**src/rtl/clkdiv_fractional.sv**
```systemverilog
`timescale 1ns/1ps
// Fractional clock divider: mixes output periods of idiv and idiv+1 clkin cycles,
// steered by a phase accumulator, to average int_div + frac_div/2^FRAC_W.
module clkdiv_fractional #(
  parameter int INT_W  = 8,
  parameter int FRAC_W = 2
) (
  input  logic              clkin,
  input  logic              rst,
  input  logic              en,
  input  logic [INT_W-1:0]  int_div,
  input  logic [FRAC_W-1:0] frac_div,
  output logic              clkout
);

  localparam int CW = INT_W + 1;

  logic [CW-1:0]     cnt;
  logic [CW-1:0]     cnt_next;
  logic [CW-1:0]     p;
  logic [CW-1:0]     p_next;
  logic [CW-1:0]     idiv;
  logic [FRAC_W-1:0] acc;
  logic [FRAC_W-1:0] acc_next;
  logic [FRAC_W:0]   sum;
  logic [CW:0]       high_len;
  logic              start;
  logic              clk_next;

  always_comb begin
    idiv     = ({1'b0, int_div} < CW'(2)) ? CW'(2) : {1'b0, int_div};
    sum      = {1'b0, acc} + {1'b0, frac_div};
    // p is only zero while cleared, so it doubles as the "first active cycle" marker
    start    = (p == '0) || (cnt == p - CW'(1));
    cnt_next = cnt + CW'(1);
    p_next   = p;
    acc_next = acc;
    if (start) begin
      cnt_next = '0;
      acc_next = sum[FRAC_W-1:0];
      p_next   = sum[FRAC_W] ? idiv + CW'(1) : idiv;
    end
    high_len = ({1'b0, p_next} + (CW+1)'(1)) >> 1;
    clk_next = {1'b0, cnt_next} < high_len;
  end

  always_ff @(posedge clkin) begin
    if (rst || !en) begin
      cnt    <= '0;
      p      <= '0;
      acc    <= '0;
      clkout <= 1'b0;
    end else begin
      cnt    <= cnt_next;
      p      <= p_next;
      acc    <= acc_next;
      clkout <= clk_next;
    end
  end

endmodule

```
**config.mk**
```make
export PLATFORM = sky130hd
export DESIGN_NAME = clkdiv_fractional
export DESIGN_NICKNAME = d
export VERILOG_FILES = /design/src/rtl/clkdiv_fractional.sv
export SDC_FILE = /design/constraint.sdc
export NUM_CORES = 1
export LEC_CHECK = 0
export CAP_MARGIN = 20
export CORE_MARGIN = 2
export CORE_UTILIZATION = 30
export DETAILED_ROUTE_END_ITERATION = 10
export MAX_ROUTING_LAYER = met4
export PLACE_DENSITY_LB_ADDON = 0.2
export SYNTH_ARGS = -nofsm -noshare
export SYNTH_HDL_FRONTEND = slang
export SYNTH_SLANG_ARGS = --single-unit
```
**constraint.sdc**
```tcl
create_clock -name clkin -period 7.85 [get_ports clkin]
set_input_delay 1.57 -clock clkin [delete_from_list [all_inputs] [get_ports clkin]]
set_output_delay 1.57 -clock clkin [all_outputs]
set_load 0.05 [all_outputs]
```
==> impl_summary.txt <==
----------------------------------------------------
[Layout]
  Fraction of final layout cells sized beyond drive strength 1 ... 4.14%
  Final Instance Count excl. Fillers ... ~350
  Antenna diode count ... 0
  Layout Area Growth over Synthesis ... 10.3%
  Net total in the final layout ... 295
  Layout fillers ... between 700 and 800

[GRT]
  Via count of the first global-routing pass ... between 1.5k and 2k
  Antenna violations before repair ... 0
  First-pass GRT wire length ... around 8.6 mm
  Grt total ovfl ... 0
  Maximum number of pins on one net before global-route repair ... 37
  Overall fraction of global-route tracks in use ... 14.6%

[Clocking]
  Buffer type at the clock tree root ... sky130_fd_sc_hd__clkbuf_8
  Source-to-sink clock delay at the later pin of the worst-skew pair ... 0.27 ns
  TritonCTS clock tree ... done
  Clock transition at the registers of the reported paths ... around 0.090 ns
  CTS sink count ... 21
  Setup repair bufs after CTS ... 0
  CTS-repair resized insts ... 0
  H-tree levels ... 1
  Deepest clock path buffer count ... 2
  Hold buffer count at cts ... 0
  Inserted Clock Buffers ... 3

[Power]
  Static leakage power ... 0.000882 uW
  Power per cell area ... 178 mW/mm^2
  Peak supply drop ... 0.0000726 V

[STA]
  Final max-slew violation count ... 0
  Maximum clock frequency ... ~180 MHz
  Final setup viols ... 0
  Number of endpoints with negative hold slack in the final report ... 0
  Time the final worst path needs with I/O delays and setup ... between 5 and 6 ns
  Setup_tns ... 0 ns
  Worst clock skew ... around 0.013 ns
  Max-slew headroom at the worst pin ... 57.4%
  Slew of the pin with the lowest slew margin ... between 0.6 and 0.7 ns
  WHS ... about 0.48 ns
  Setup repair after global routing missed its margin ... false
  Final period utilization ... 70.7%

[Route]
  Vias per cell ... 5.20
  Number of detailed-routing iterations run before antenna repair ... 4
  Detail-routed net length per standard cell ... 14.4 microns
  DRC ... 0
  Number of DRC violations after detailed-routing iteration 0 ... 66
  Antenna-violating nets left ... 0
  Total via count after detailed routing ... 1799
  Total detailed-routing wirelength ... ~5 mm

[Critical path]
  Setup crit start kind ... input port
  Count of cells along the worst register-to-register path ... 18
  Crit-path max FO ... 8
  Critical Setup Path Class ... input port to flip-flop
  WP data arrival ... 5.73 ns
  Worst EP required ... around 8.0 ns
  CP endpoint kind ... flip-flop

[Synth]
  Sequential share of the synthesized area ... approximately 20%
  Mapped Cells ... 264
  Most area-hungry cell type in the Yosys netlist ... sky130_fd_sc_hd__dfxtp_1
  Mapped Avg Cell Area ... between 7 and 8 sq um
  Number of distinct library cells after synthesis ... 50
  Area of the mapped netlist ... approximately 0.0021 sq mm
  Count of yosys warnings during synthesis ... 0
  #FFs+latches synth ... 21
  Largest cells by area after synthesis ... sky130_fd_sc_hd__dfxtp_1, sky130_fd_sc_hd__xnor2_1, sky130_fd_sc_hd__ha_1
  Number of nets in the synthesized netlist ... 292
  Predominant post-synthesis flop cell ... sky130_fd_sc_hd__dfxtp_1
  Yosys top cell area share ... 20.2%
  Count of flip-flops with a built-in enable after synthesis ... 0
  Asr flop ratio synth ... 0%
  Most used standard cell by instance count after synthesis ... sky130_fd_sc_hd__nand2_1
  Most used standard cells in the synthesized netlist ... sky130_fd_sc_hd__nand2_1, sky130_fd_sc_hd__dfxtp_1, sky130_fd_sc_hd__xnor2_1

[Placement]
  Routability congestion estimate from global placement ... about 0.87
  Total placed cells including tap cells ... ~340
  I/O Buffers ... 13
  HPWL after detailed placement ... 3.87 mm

[Run status]
  Status ... complete, no violations

[Floorplan]
  Total die area ... 0.00761 sq mm
  Placeable core region ... 0.00676 sq mm
  Initial Utilization ... around 31%
  Boundary Pins ... 14
  Std-Cell Rows ... 30
  Die width ... 87.3 microns
  DIE HEIGHT ... around 87 microns

[Worst hold path]
  Worst min-delay path category ... flip-flop to flip-flop
  Depth of the worst hold-timing path ... 2

[Run]
  Max-cap violations ... 0

----------------------------------------------------
[final cells by class]
class                   instances  area [sq um]  share of cell area, %
multi-input cells             218          1550                   67.7
flip-flops and latches         21           420                   18.3
repair buffers                 15           145                   6.32
well taps                      80           100                   4.36
clock buffers                   3          41.3                   1.80
inverters                       8          30.0                   1.31
clock inverters                 1          5.00                  0.218
[stage by stage]
stage	worst slack, ns	total power (uW)	util (%)	instance area, sq um
3_3_place_gp	2.13	337	33.3	2250
2_1_floorplan	2.64	298	-	2080
4_1_cts	2.29	412	34.0	2290
6_report	2.30	409	34.0	2290
3_5_place_dp	2.03	336	33.3	2250
5_1_grt	1.95	443	34.0	2290
[state kept, by name (all words and copies together), names as in the netlist]
signal and count:
clkout 1, p 9, cnt 9, acc 2
[worst max-delay path, cell delays in order]
cell	delay [ns]
sky130_fd_sc_hd__clkdlybuf4s50_1	0.55
sky130_fd_sc_hd__or4_1	0.58
sky130_fd_sc_hd__o41a_1	0.39
sky130_fd_sc_hd__ha_1	0.30
sky130_fd_sc_hd__nand2b_1	0.11
sky130_fd_sc_hd__nand2_1	0.09
sky130_fd_sc_hd__mux2_1	0.29
sky130_fd_sc_hd__ha_1	0.28
sky130_fd_sc_hd__xnor2_1	0.16
sky130_fd_sc_hd__o2bb2a_1	0.30
sky130_fd_sc_hd__ha_1	0.20
sky130_fd_sc_hd__a21o_1	0.17
sky130_fd_sc_hd__a21o_1	0.17
sky130_fd_sc_hd__a21oi_1	0.15
sky130_fd_sc_hd__o211a_1	0.17
sky130_fd_sc_hd__o21ai_0	0.07
sky130_fd_sc_hd__a311oi_1	0.19
[cell usage in the layout (no fill, tap or decap), types with 6 or more instances in the layout]
cell type and count:
sky130_fd_sc_hd__xor2_1 15, sky130_fd_sc_hd__nor2b_1 12, sky130_fd_sc_hd__dfxtp_1 21, sky130_fd_sc_hd__nor3b_1 9, sky130_fd_sc_hd__o21ai_0 7, sky130_fd_sc_hd__inv_1 8
sky130_fd_sc_hd__xnor2_1 21, sky130_fd_sc_hd__nor3_1 6, sky130_fd_sc_hd__nand4_1 7, sky130_fd_sc_hd__nand2_1 32, sky130_fd_sc_hd__mux2i_1 17, sky130_fd_sc_hd__nand3_1 15
sky130_fd_sc_hd__ha_1 14, sky130_fd_sc_hd__clkdlybuf4s50_1 13, sky130_fd_sc_hd__nor2_1 15
[path summary, 6_finish.rpt]
kind / endpoint / slack, ns / startpoint
hold reg to reg: acc[1] / 0.48 / acc[1]
setup reg to reg: clkout / 3.34 / p[0]
hold / removal: acc[1] / 0.48 / acc[1]
setup / recovery: clkout / 2.30 / int_div[4]
[power by group]
part / internal [uW] / switching, uW
sequential: 114 / 14.5
clock: 35.5 / 40.6
combinational: 98.4 / 105
total: 248 / 161
[kinds of logic after synthesis]
kind of cell    share of synthesized area (%)
xor+xnor                                 15.2
mux                                      9.27
flops                                    20.2
fa+ha+maj                                9.39
simple gates                             29.4
buf+inv                                  5.66
compound gates                           10.9
[layer usage]
layer	track usage, %	part of all wire (%)	vias to the layer above
li1	-	-	928
met3	2.56	4.0	6
met5	-	0	-
met1	19.3	49	831
met4	3.08	1.3	0
met2	23.4	46	34
(Power assumes the default switching activity.)
